--- src/rtl/alu_pkg.sv ---
// Shared types for the ALU sharing controller: op encoding, NZVC flag layout and FSM states.
package alu_pkg;

    localparam int unsigned WIDTH   = 64;
    localparam int unsigned CNTRL_W = 3;
    localparam int unsigned FLAGS_W = 4;

    typedef enum logic [CNTRL_W-1:0] {
        OP_PASSB = 3'b000,
        OP_ADD   = 3'b010,
        OP_SUB   = 3'b011,
        OP_AND   = 3'b100,
        OP_OR    = 3'b101,
        OP_XOR   = 3'b110
    } alu_op_t;

    typedef struct packed {
        logic n;
        logic z;
        logic v;
        logic c;
    } nzvc_t;

    typedef enum logic [1:0] {
        IDLE = 2'd0,
        EXEC = 2'd1,
        RESP = 2'd2
    } ctrl_state_t;

endpackage

--- src/rtl/rr_arb2.sv ---
// Two-way round-robin arbiter; the pointer flips to the loser after each granted advance.
module rr_arb2 (
    input  logic       clk,
    input  logic       rst_n,
    input  logic [1:0] valid_i,
    input  logic       advance_i,
    output logic [1:0] grant_c_o
);

    logic rr_ptr_q;
    logic rr_ptr_d;

    // Lone requester always wins; a tie goes to the pointed-at requester.
    always_comb begin
        grant_c_o = 2'b00;
        case (valid_i)
            2'b01:   grant_c_o = 2'b01;
            2'b10:   grant_c_o = 2'b10;
            2'b11:   grant_c_o = rr_ptr_q ? 2'b10 : 2'b01;
            default: grant_c_o = 2'b00;
        endcase
    end

    always_comb begin
        rr_ptr_d = rr_ptr_q;
        if (advance_i && (grant_c_o != 2'b00)) begin
            rr_ptr_d = grant_c_o[0];
        end
    end

    always_ff @(posedge clk or negedge rst_n) begin
        if (!rst_n) begin
            rr_ptr_q <= 1'b0;
        end else begin
            rr_ptr_q <= rr_ptr_d;
        end
    end

endmodule

--- src/rtl/alu_share_ctrl.sv ---
// Time-shares one ALU between two requesters: accept, one execute cycle, then hold the
// response until the owner takes it. Maintains the architectural NZVC register.
module alu_share_ctrl #(
    parameter int unsigned WIDTH   = alu_pkg::WIDTH,
    parameter int unsigned CNTRL_W = alu_pkg::CNTRL_W
) (
    input  logic               clk,
    input  logic               reset_n,
    input  logic               req0_valid,
    output logic               req0_ready,
    input  logic [WIDTH-1:0]   req0_a,
    input  logic [WIDTH-1:0]   req0_b,
    input  logic [CNTRL_W-1:0] req0_cntrl,
    input  logic               req0_setflags,
    input  logic               req1_valid,
    output logic               req1_ready,
    input  logic [WIDTH-1:0]   req1_a,
    input  logic [WIDTH-1:0]   req1_b,
    input  logic [CNTRL_W-1:0] req1_cntrl,
    input  logic               req1_setflags,
    output logic               rsp0_valid,
    input  logic               rsp0_ready,
    output logic               rsp1_valid,
    input  logic               rsp1_ready,
    output logic [WIDTH-1:0]   rsp_result,
    output logic [3:0]         rsp_flags,
    output logic [WIDTH-1:0]   alu_a,
    output logic [WIDTH-1:0]   alu_b,
    output logic [CNTRL_W-1:0] alu_cntrl,
    input  logic [WIDTH-1:0]   alu_result,
    input  logic               alu_negative,
    input  logic               alu_zero,
    input  logic               alu_overflow,
    input  logic               alu_carry,
    output logic [3:0]         flags,
    output logic               busy
);

    import alu_pkg::*;

    ctrl_state_t        state_q,      state_d;
    logic               owner_q,      owner_d;
    logic               setflags_q,   setflags_d;
    logic [WIDTH-1:0]   alu_a_q,      alu_a_d;
    logic [WIDTH-1:0]   alu_b_q,      alu_b_d;
    logic [CNTRL_W-1:0] alu_cntrl_q,  alu_cntrl_d;
    logic [WIDTH-1:0]   rsp_result_q, rsp_result_d;
    nzvc_t              rsp_flags_q,  rsp_flags_d;
    nzvc_t              flags_q,      flags_d;
    logic               rsp0_valid_q, rsp0_valid_d;
    logic               rsp1_valid_q, rsp1_valid_d;
    logic               busy_q,       busy_d;

    logic [1:0] grant;
    logic       in_idle;
    logic       accept;
    logic       rsp_take;
    nzvc_t      alu_nzvc;

    assign in_idle  = (state_q == IDLE);
    assign alu_nzvc = {alu_negative, alu_zero, alu_overflow, alu_carry};

    rr_arb2 u_arb (
        .clk       (clk),
        .rst_n     (reset_n),
        .valid_i   ({req1_valid, req0_valid}),
        .advance_i (in_idle),
        .grant_c_o (grant)
    );

    // Grants are only offered while idle, so ready doubles as the handshake strobe.
    assign req0_ready = in_idle & grant[0];
    assign req1_ready = in_idle & grant[1];
    assign accept     = req0_ready | req1_ready;
    assign rsp_take   = owner_q ? rsp1_ready : rsp0_ready;

    always_comb begin
        state_d      = state_q;
        owner_d      = owner_q;
        setflags_d   = setflags_q;
        alu_a_d      = alu_a_q;
        alu_b_d      = alu_b_q;
        alu_cntrl_d  = alu_cntrl_q;
        rsp_result_d = rsp_result_q;
        rsp_flags_d  = rsp_flags_q;
        flags_d      = flags_q;
        rsp0_valid_d = rsp0_valid_q;
        rsp1_valid_d = rsp1_valid_q;
        busy_d       = busy_q;

        case (state_q)
            IDLE: begin
                if (accept) begin
                    owner_d = grant[1];
                    if (grant[1]) begin
                        alu_a_d     = req1_a;
                        alu_b_d     = req1_b;
                        alu_cntrl_d = req1_cntrl;
                        setflags_d  = req1_setflags;
                    end else begin
                        alu_a_d     = req0_a;
                        alu_b_d     = req0_b;
                        alu_cntrl_d = req0_cntrl;
                        setflags_d  = req0_setflags;
                    end
                    busy_d  = 1'b1;
                    state_d = EXEC;
                end
            end
            EXEC: begin
                rsp_result_d = alu_result;
                rsp_flags_d  = alu_nzvc;
                if (setflags_q) begin
                    flags_d = alu_nzvc;
                end
                // ALU inputs are only driven for the single execute cycle.
                alu_a_d      = '0;
                alu_b_d      = '0;
                alu_cntrl_d  = '0;
                rsp0_valid_d = ~owner_q;
                rsp1_valid_d = owner_q;
                state_d      = RESP;
            end
            RESP: begin
                if (rsp_take) begin
                    rsp0_valid_d = 1'b0;
                    rsp1_valid_d = 1'b0;
                    busy_d       = 1'b0;
                    state_d      = IDLE;
                end
            end
            default: begin
                state_d = IDLE;
            end
        endcase
    end

    always_ff @(posedge clk or negedge reset_n) begin
        if (!reset_n) begin
            state_q      <= IDLE;
            owner_q      <= 1'b0;
            setflags_q   <= 1'b0;
            alu_a_q      <= '0;
            alu_b_q      <= '0;
            alu_cntrl_q  <= '0;
            rsp_result_q <= '0;
            rsp_flags_q  <= '0;
            flags_q      <= '0;
            rsp0_valid_q <= 1'b0;
            rsp1_valid_q <= 1'b0;
            busy_q       <= 1'b0;
        end else begin
            state_q      <= state_d;
            owner_q      <= owner_d;
            setflags_q   <= setflags_d;
            alu_a_q      <= alu_a_d;
            alu_b_q      <= alu_b_d;
            alu_cntrl_q  <= alu_cntrl_d;
            rsp_result_q <= rsp_result_d;
            rsp_flags_q  <= rsp_flags_d;
            flags_q      <= flags_d;
            rsp0_valid_q <= rsp0_valid_d;
            rsp1_valid_q <= rsp1_valid_d;
            busy_q       <= busy_d;
        end
    end

    assign alu_a      = alu_a_q;
    assign alu_b      = alu_b_q;
    assign alu_cntrl  = alu_cntrl_q;
    assign rsp_result = rsp_result_q;
    assign rsp_flags  = rsp_flags_q;
    assign flags      = flags_q;
    assign rsp0_valid = rsp0_valid_q;
    assign rsp1_valid = rsp1_valid_q;
    assign busy       = busy_q;

endmodule

--- config.mk ---
export PLATFORM = sky130hd
export DESIGN_NAME = alu_share_ctrl
export DESIGN_NICKNAME = d
export VERILOG_FILES = /design/src/rtl/alu_pkg.sv /design/src/rtl/rr_arb2.sv /design/src/rtl/alu_share_ctrl.sv
export SDC_FILE = /design/constraint.sdc
export NUM_CORES = 1
export LEC_CHECK = 0
export ABC_AREA = 0
export BUFFER_PORTS_ARGS = -buffer_cell sky130_fd_sc_hd__buf_4
export CORE_AREA = 2 2 210 212
export CTS_CLUSTER_DIAMETER = 80
export DETAILED_ROUTE_END_ITERATION = 8
export DIE_AREA = 0 0 212 214
export PLACE_DENSITY_LB_ADDON = 0.1
export SYNTH_ARGS = -nofsm -noshare
export SYNTH_HDL_FRONTEND = slang
export SYNTH_SLANG_ARGS = --single-unit
--- constraint.sdc ---
create_clock -name clk -period 1.8 [get_ports clk]
set_input_delay 0.36 -clock clk [delete_from_list [all_inputs] [get_ports clk]]
set_output_delay 0.36 -clock clk [all_outputs]
set_load 0.05 [all_outputs]
# Word level (Yosys, flattened, before mapping)
# Index checks and enable logic that the tools add are counted.
# classes
add_sub_neg	0
mul	0
div_mod_pow	0
order_cmp	0
eq_ne	7
shifts	0
muxes	21
bitwise_logic	4
n_reduce_logical	12
# op_table
cell	n
64-bit two-way mux	4
64-bit one-hot mux with 2 select lines	2
2-bit one-hot mux with 3 select lines	2
2-bit AND reduction	5
2-bit nonzero test	4
2-bit equality test (second input constant)	3
2-bit two-way mux	3
3-bit two-way mux	2
1-bit one-hot mux with 2 select lines	3
3-bit one-hot mux with 2 select lines	1
2-bit by 1-bit equality test with 1-bit output (second input constant)	2
1-bit two-way mux	4
3-bit AND reduction	1
1-bit bitwise AND	2
2-bit logical NOT	1
2-bit by 1-bit != test with 1-bit output (second input constant)	1
2-bit != test (second input constant)	1
1-bit logical AND	1
1-bit inverter	1
1-bit OR	1
# word_totals
ff_bits	211
latch_bits	0
ramBits	0
mem_bits_ro	0
inputBits	338
out_inout_bits	208
wordCells	63
n_memories	0

# Logic depth before layout (Yosys ltp)
# Gate-level depths: netlist of run 1.
# logic_depth
ltp_word	6
ltp_mapped	6

# Hierarchy
# Synthesis of run 1 repeated with hierarchy kept, for this count alone.
# unflattened
hier_cells	626
hier_area_um2	9653.0
# modules_own_cells
module	instances	cells_per_inst	area_per_inst_um2	seq_area_each_um2
alu_share_ctrl	1	620	9598.0	5255.0
rr_arb2	1	6	55.1	25.0

# Least setup slack after synthesis of run 1
# OpenSTA, ideal clock, no wires.
# synth_timing
path_type	register to output
start	register u_arb.rr_ptr_q
end	output port req1_ready
arrival_time_ns	1.839
slack_ns	-0.399
stages_incl_launch_ff	4
n_path_buf	1
cell_sequence	dfrtp_1 -> and2b_2 -> clkbuf_1 -> nor3_1
# synth_between
elab_chain_cells	3
# synth_lines
item	line	rtl
start, declared	rr_arb2.sv:10	logic rr_ptr_q;
start signal, assigned	rr_arb2.sv:35	rr_ptr_q <= rr_ptr_d;
2-bit two-way mux	rr_arb2.sv:19	2'b11: grant_c_o = rr_ptr_q ? 2'b10 : 2'b01;
2-bit one-hot mux with 3 select lines	rr_arb2.sv:16	case (valid_i)
1-bit bitwise AND	alu_share_ctrl.sv:73	assign req1_ready = in_idle & grant[1];
end, declared	alu_share_ctrl.sv:16	output logic req1_ready,
# Every way passes these cells.

# Worst setup path in the final report of run 1
# layout_timing
start	register state_q[0]
end	output port req1_ready
# layout_between
elab_chain_cells	2
# layout_lines
item	line	rtl
start, declared	alu_share_ctrl.sv:41	ctrl_state_t state_q, state_d;
start signal, assigned	alu_share_ctrl.sv:153	state_q <= state_d;
2-bit logical NOT	alu_share_ctrl.sv:60	assign in_idle = (state_q == IDLE);
1-bit bitwise AND	alu_share_ctrl.sv:73	
# Every way passes these cells.

==> results of run 1 <==
stage by stage:
stage / setup WS [ps] / utilization (%) / TNS (ps) / cell area, sq um
final: -137.9 / 38.37 / -233.4 / 16450
after global routing: -240.3 / 38.36 / -417.6 / 16450
after CTS: -200.9 / 38.32 / -354.0 / 16430
after detailed placement: 180.7 / 34.76 / 0 / 14910
after global placement: 216.6 / 34.76 / 0 / 14910
after floorplan: 27.48 / - / 0 / 10040
kinds of logic (layout without fill, tap and decap cells):
kind of cell / after synthesis / count (layout) / synth area share [%]
other: 0 / 4 / 0
multiplexers: 5 / 5 / 0.5608
flip-flops: 211 / 211 / 52.60
AND/OR/NAND/NOR: 355 / 355 / 15.33
AO/OA/AOI/OAI: 403 / 403 / 25.04
buffers and inverters: 133 / 699 / 6.469
per-layer routing:
| layer | wire, um | part of all wire [%] | global-route usage, % |
|---|---|---|---|
| met5 | 0 | 0 | 0 |
| met4 | 1433 | 2.9 | 7.418 |
| met3 | 3888 | 8.0 | 5.351 |
| met2 | 23750 | 49 | 34.15 |
| met1 | 19630 | 40 | 25.88 |
final timing paths:
check / start / to / cells after the start / slack [ps]
max in group asynchronous: reset_n / alu_b[29] / 3 / 860
worst min-delay path: alu_result[18] / rsp_result[18] / 3 / 30
worst max-delay path: state_q[0] / req1_ready / 3 / -140
min in group asynchronous: reset_n / rsp_result[62] / 2 / 260
worst max register to register: state_q[0] / alu_b[17] / 6 / 150
worst min register to register: rsp_result[52] / rsp_result[52] / 2 / 470
power by group through the flow:
| stage | combinational (mW) | sequential [mW] | clock, mW |
|---|---|---|---|
| final | 22.0 | 8.69 | 5.32 |
| after global routing | 23.4 | 8.98 | 5.68 |
| after CTS | 22.2 | 8.70 | 5.51 |
| after detailed placement | 22.0 | 8.71 | 0 |
| after global placement | 21.9 | 8.69 | 0 |
| after floorplan | 6.12 | 16.6 | 0 |
registers in the layout, summed over array words and instances (netlist names), 2 cells and up:
signal and flops:
alu_cntrl 3, alu_a 64, flags 4, rsp_result 64
alu_b 64, rsp_flags 4, state_q 2
layout by cell type, fill, tap and decap left out:
| master | count |
|---|---|
| diode_2 | 4 |
| nor2b_1 | 1 |
| nand2b_4 | 2 |
| inv_4 | 1 |
| buf_6 | 1 |
| nand2b_1 | 1 |
| clkbuf_1 | 9 |
| mux2_2 | 5 |
| clkbuf_8 | 4 |
| or2_4 | 2 |
| nor2_1 | 2 |
| nor3_4 | 1 |
| nand3_1 | 132 |
| buf_4 | 559 |
| and2b_4 | 1 |
| clkbuf_16 | 29 |
| a21oi_1 | 34 |
| a22oi_1 | 100 |
| and3_4 | 1 |
| buf_12 | 28 |
| dlygate4sd3_1 | 63 |
| clkinv_2 | 2 |
| nand2_1 | 209 |
| inv_1 | 1 |
| dfrtp_1 | 211 |
| o22ai_1 | 2 |
| nor2b_4 | 1 |
| a31oi_1 | 102 |
| o21ai_0 | 134 |
| buf_8 | 1 |
| a311oi_1 | 31 |
| bufinv_16 | 1 |
| nor2_4 | 2 |
cell usage after synthesis, drive strengths merged (3+ instances only):
| cell | instances | area [sq um] |
|---|---|---|
| dfrtp | 211 | 5280 |
| nand2b | 3 | 18.77 |
| o21ai | 134 | 670.6 |
| clkbuf | 48 | 191.4 |
| a21oi | 34 | 170.2 |
| nand3 | 132 | 660.6 |
| nand2 | 209 | 784.5 |
| nor2 | 4 | 30.03 |
| buf | 83 | 450.4 |
| mux2 | 5 | 56.30 |
| a31oi | 102 | 638.1 |
| a22oi | 100 | 750.7 |
| a311oi | 31 | 271.5 |
area by class of cell:
class / count / area share, %
Timing Repair Buffer: 652 / 32.90
Sequential cell: 211 / 32.09
Multi-Input combinational cell: 763 / 25.25
Clock buffer: 42 / 4.950
Tap cell: 585 / 4.448
Clock inverter: 3 / 0.2433
Inverter: 2 / 0.06083
Antenna cell: 4 / 0.06083
what timing repair did:
action,in CTS,in global routing
setup buffers,2,1
hold endpoints to repair,128,0
pin swaps,4,4
resized for setup,6,1
hold buffers,63,0
setup endpoints to repair,2,2
gates cloned,0,0
worst max-delay path: stages (launching register included):
cell     delay (ps)
dfrtp_1         370
or2_4           270
nor3_4          190
buf_6           210
==> flow_summary.yaml, run 1 <==
run_status:
  status: "finished with violations"
  violations: "negative setup slack"
final_layout:
  fin_nets: 1996
  fill_cells: 4380
  regArea_sq_um: 5280
  instances_no_fill: 2262
  multiInputGateArea_sq_um: 4154
  drive_above_1_share_pct: 38.31
  syn_to_final_growth_pct: 63.92
timing:
  finClkSkew_ps: 6.529
  finalMaxSlewViolations: 0
  hold_violations: 0
  slew_headroom_pct: 64.91
  fin_crit_ps: 1938
  max_freq_ghz: 0.5160
  hold_slack_ps: 33.28
  setup_viol: 2
  period_share_pct: 107.7
  worst_slew_pin_slew_ps: 526.4
  rsz0062_at_grt: "true"
  fin_ws_ps: -137.9
detailed_routing:
  routed_via_density: 4.912
  drt_iter0_drc: 706
  wl_per_cell_um: 21.53
  drc_errors: 0
  postRouteAntennaNets: 0
  first_pass_iters: 5
  drt_wl_total_um: 48700
  num_vias: 11110
synthesis:
  syn_area_per_cell_sq_um: 9.068
  synthFlopType: "dfrtp_1"
  yosysUniqueCellTypes: 26
  synthCells: 1107
  synth_edf_count: 0
  ys_seq_elements: 211
  synthArstFlopShare_pct: 100.0
  syn_nets: 1445
  syn_area_sq_um: 10040
  synth_seq_area_share_pct: 52.60
  yosys_warnings: 0
power:
  p_comb_share_pct: 61.1
  pwr-share-clk_pct: 14.8
  internal_power_mw: 17.36
  finalPower_mw: 35.98
  p_per_area_nw_per_um2: 2187
  swShare_pct: 51.75
  p_leak_nw: 7.771
  p_sw_mw: 18.62
  peakVddDrop_mv: 1.093
  p_seq_share_pct: 24.2
die:
  rows: 76
  die-area_sq_um: 45370
  io_pins: 546
  initial_core_util_pct: 23.41
  die_w_um: 212
  die_height_um: 214
  coreArea_sq_um: 42890
global_route:
  antenna_found_initial: 4
  grt.total_usage_pct: 20.66
  overflow: 0
  grt_max_degree: 101
  first_global_vias: 11350
  grt_pass1_wl_um: 73010
cts:
  cts_root_buffer: "clkbuf_16"
  cts_made_buffers: 28
  cts_tree: "yes"
  cts_max_path_buffers: 3
  insertion_delay_ps: 540
  htree_num_levels: 1
  cts.sinks: 211
  clk_pin_slew_ps: 60
min_path:
  hold_class: "in -> reg"
placement:
  gp_congestion: 0.7876
  io_buffers: 545
  dpl.cell_count: 2147
  dp.final_hpwl_um: 33000
job:
  drv_cap: 0
critical_path:
  path_max_fanout: 2
  cp-end-kind: "output port"
  required_ps: 1440
  path_class: "reg -> out"
  startpoint_type: "flop"
  critPathArrivalTime_ps: 1580
Power figures use the tool's default switching activity.
==> inputs of run 2 (changes only) <==
--- a/config.mk
+++ b/config.mk
@@ -7,11 +7,13 @@
 export LEC_CHECK = 0
 export ABC_AREA = 0
 export BUFFER_PORTS_ARGS = -buffer_cell sky130_fd_sc_hd__buf_4
-export CORE_AREA = 2 2 210 212
+export CORE_AREA = 2 2 212 214
 export CTS_CLUSTER_DIAMETER = 80
 export DETAILED_ROUTE_END_ITERATION = 8
-export DIE_AREA = 0 0 212 214
+export DIE_AREA = 0 0 214 216
+export MAX_ROUTING_LAYER = met4
 export PLACE_DENSITY_LB_ADDON = 0.1
 export SYNTH_ARGS = -nofsm -noshare
 export SYNTH_HDL_FRONTEND = slang
+export SYNTH_HIERARCHICAL = 1
 export SYNTH_SLANG_ARGS = --single-unit
==> run 2 against run 1 <==
  * Hold slack improved by 21 ps
  * Via count fell by 32%
  * Flip-flop and latch count did not move
  * Register-to-register slack got worse by 130 ps
  * The run still ends with negative setup slack left
==> flow_summary.yaml, run 2 <==
run_status:
  status: "finished with violations"
  violations: "negative setup slack"
critical_path:
  cp_cell_sequence: "inv_2 > a21boi_4 > buf_6 > and2_4 > buf_8"
  required_ps: 1440
  critPathArrivalTime_ps: 1510
  path_max_fanout: 3
  r2r-start: "u_arb/rr_ptr_q"
  startpoint_type: "flop"
  critPathTopFamily: "flip-flops"
  startpoint: "u_arb/rr_ptr_q"
  cp.buffers_inverters: 3
  path_class: "reg -> out"
  slowest_delay_ps: 370
  cp-end-kind: "output port"
  cp_slowest_cell: "dfrtp_1"
cts:
  cts_tree: "yes"
  insertion_delay_ps: 530
  cts_max_path_buffers: 3
  clk_pin_slew_ps: 60
  cts_made_buffers: 26
  cts.sinks: 211
  cts_root_buffer: "clkbuf_16"
  htree_num_levels: 1
synthesis:
  yosysTopAreaCell: "dfrtp_1"
  synthFlopType: "dfrtp_1"
  netlist_top_cells_area: "dfrtp_1 (55%), o2bb2ai_2 (14%), mux2i_1 (14%)"
  yosys_warnings: 6
  synthArstFlopShare_pct: 100.0
  synth_most_common_cell: "dfrtp_1"
  synthTopCellsByCount: "dfrtp_1 (211), mux2i_1 (133), o2bb2ai_2 (90)"
  synth_seq_area_share_pct: 54.70
  syn_nets: 964
  ys_seq_elements: 211
  syn_area_per_cell_sq_um: 15.42
  synth_edf_count: 0
  synthCells: 626
  synth_top_area_share_pct: 54.70
  syn_area_sq_um: 9653
  yosysUniqueCellTypes: 27
detailed_routing:
  routed_via_density: 4.152
  drt_iter0_drc: 199
  num_vias: 7556
  first_pass_iters: 4
  drt_wl_total_um: 34840
  drc_errors: 0
  postRouteAntennaNets: 0
  wl_per_cell_um: 19.14
global_route:
  antenna_found_initial: 0
  first_global_vias: 8346
  grt_pass1_wl_um: 52490
  grt_max_degree: 55
  grt.total_usage_pct: 15.10
  overflow: 0
final_layout:
  most-common-layout-cells: "buf_4 (586), dfrtp_1 (209), mux2i_1 (133), o2bb2ai_2 (90), mux2_2 (73)"
  drive_above_1_share_pct: 66.61
  final_common_cell: "buf_4"
  antenna_cells: 0
  instances_no_fill: 1820
  syn_to_final_growth_pct: 63.41
  fin_nets: 1550
die:
  die_height_um: 216
  rows: 77
  coreArea_sq_um: 43840
  initial_core_util_pct: 22.02
  die_w_um: 214
  io_pins: 546
  die-area_sq_um: 46220
placement:
  dp.final_hpwl_um: 26870
  dpl.cell_count: 1770
  gp_congestion: 0.8184
  io_buffers: 545
timing:
  finClkSkew_ps: 19.26
  hold_violations: 0
  period_share_pct: 103.9
  slew_headroom_pct: 70.61
  max_freq_ghz: 0.5345
  setup_viol: 2
  finalMaxSlewViolations: 0
  rsz0062_at_grt: "true"
  fin_crit_ps: 1871
  worst_slew_pin_slew_ps: 440.9
  fin_ws_ps: -71.00
power:
  p_leak_nw: 7.526
  peakVddDrop_mv: 1.303
  p_per_area_nw_per_um2: 2048
  finalPower_mw: 32.31
min_path:
  hold_class: "in -> reg"
  hold_start: "alu_result[12]"
job:
  drv_cap: 0
## run 2: changes by cell type after synthesis, moves of 68 or more
cell / previous run / this run
o21ai_0: 134 / 1
a31oi_1: 102 / 1
nand2_1: 209 / 2
o2bb2ai_2: 0 / 90
a22oi_1: 100 / 0
nand3_1: 132 / 0
mux2_2: 5 / 73
mux2i_1: 0 / 133
## run 2: path summary, 6_finish.rpt
path / slack, ps / depth (start not counted) / endpoint
setup / recovery: -70 / 5 / req1_ready
hold / removal: 50 / 2 / rsp_result[12]
setup reg to reg: 20 / 7 / alu_b[12]
hold reg to reg: 490 / 1 / alu_a[41]
max in group asynchronous: 850 / 3 / state_q[1]
min in group asynchronous: 350 / 2 / alu_b[22]
## run 2: metal layers
layer	GRT usage [%]	routed length (um)
met1	17.35	13770
met2	25.63	17590
met3	4.989	2821
met4	3.193	667
met5	-	0
## run 2: cell type report
cell class / count / area [sq um]
Clock buffer: 43 / 845.8
Clock inverter: 1 / 30.03
Fill cell: 4357 / 28060
Inverter: 5 / 18.77
Multi-Input combinational cell: 359 / 4044
Sequential cell: 211 / 5283
Tap cell: 592 / 740.7
Timing Repair Buffer: 609 / 4812
## run 2: what timing repair did
action	in CTS	in global routing
hold endpoints to repair	38	0
pin swaps	2	0
resized for setup	10	0
hold buffers	2	0
setup endpoints to repair	7	9
buffers inserted	4	0
cloned	0	0
## run 2: cells by family after synthesis
family                 share of synthesized area (%)
DFF                                            54.70
muxes                                          22.31
AOI/OAI and AO/OA                              18.52
buffers and inverters                          3.927
and+or+nand+nor                               0.5446
## run 2: stage by stage
step / setup WS [ps] / instance area (sq um) / util (%) / setup TNS, ps / hold slack [ps]
floorplan: 139.9 / 9653 / - / 0 / 64.41
global placement: -69.38 / 14820 / 33.81 / -210.1 / 306.6
detailed placement: -71.54 / 14820 / 33.81 / -172.4 / 309.4
CTS: -96.40 / 15770 / 35.98 / -204.4 / 19.45
global route: -160.5 / 15770 / 35.98 / -687.0 / 20.38
finish: -71.00 / 15770 / 35.98 / -123.1 / 53.95
## run 2: where the power goes
part	internal [mW]	total, mW	switching, mW
logic	6.68	18.7	12.0
clock network	3.30	5.31	2.00
registers	6.90	8.28	1.37
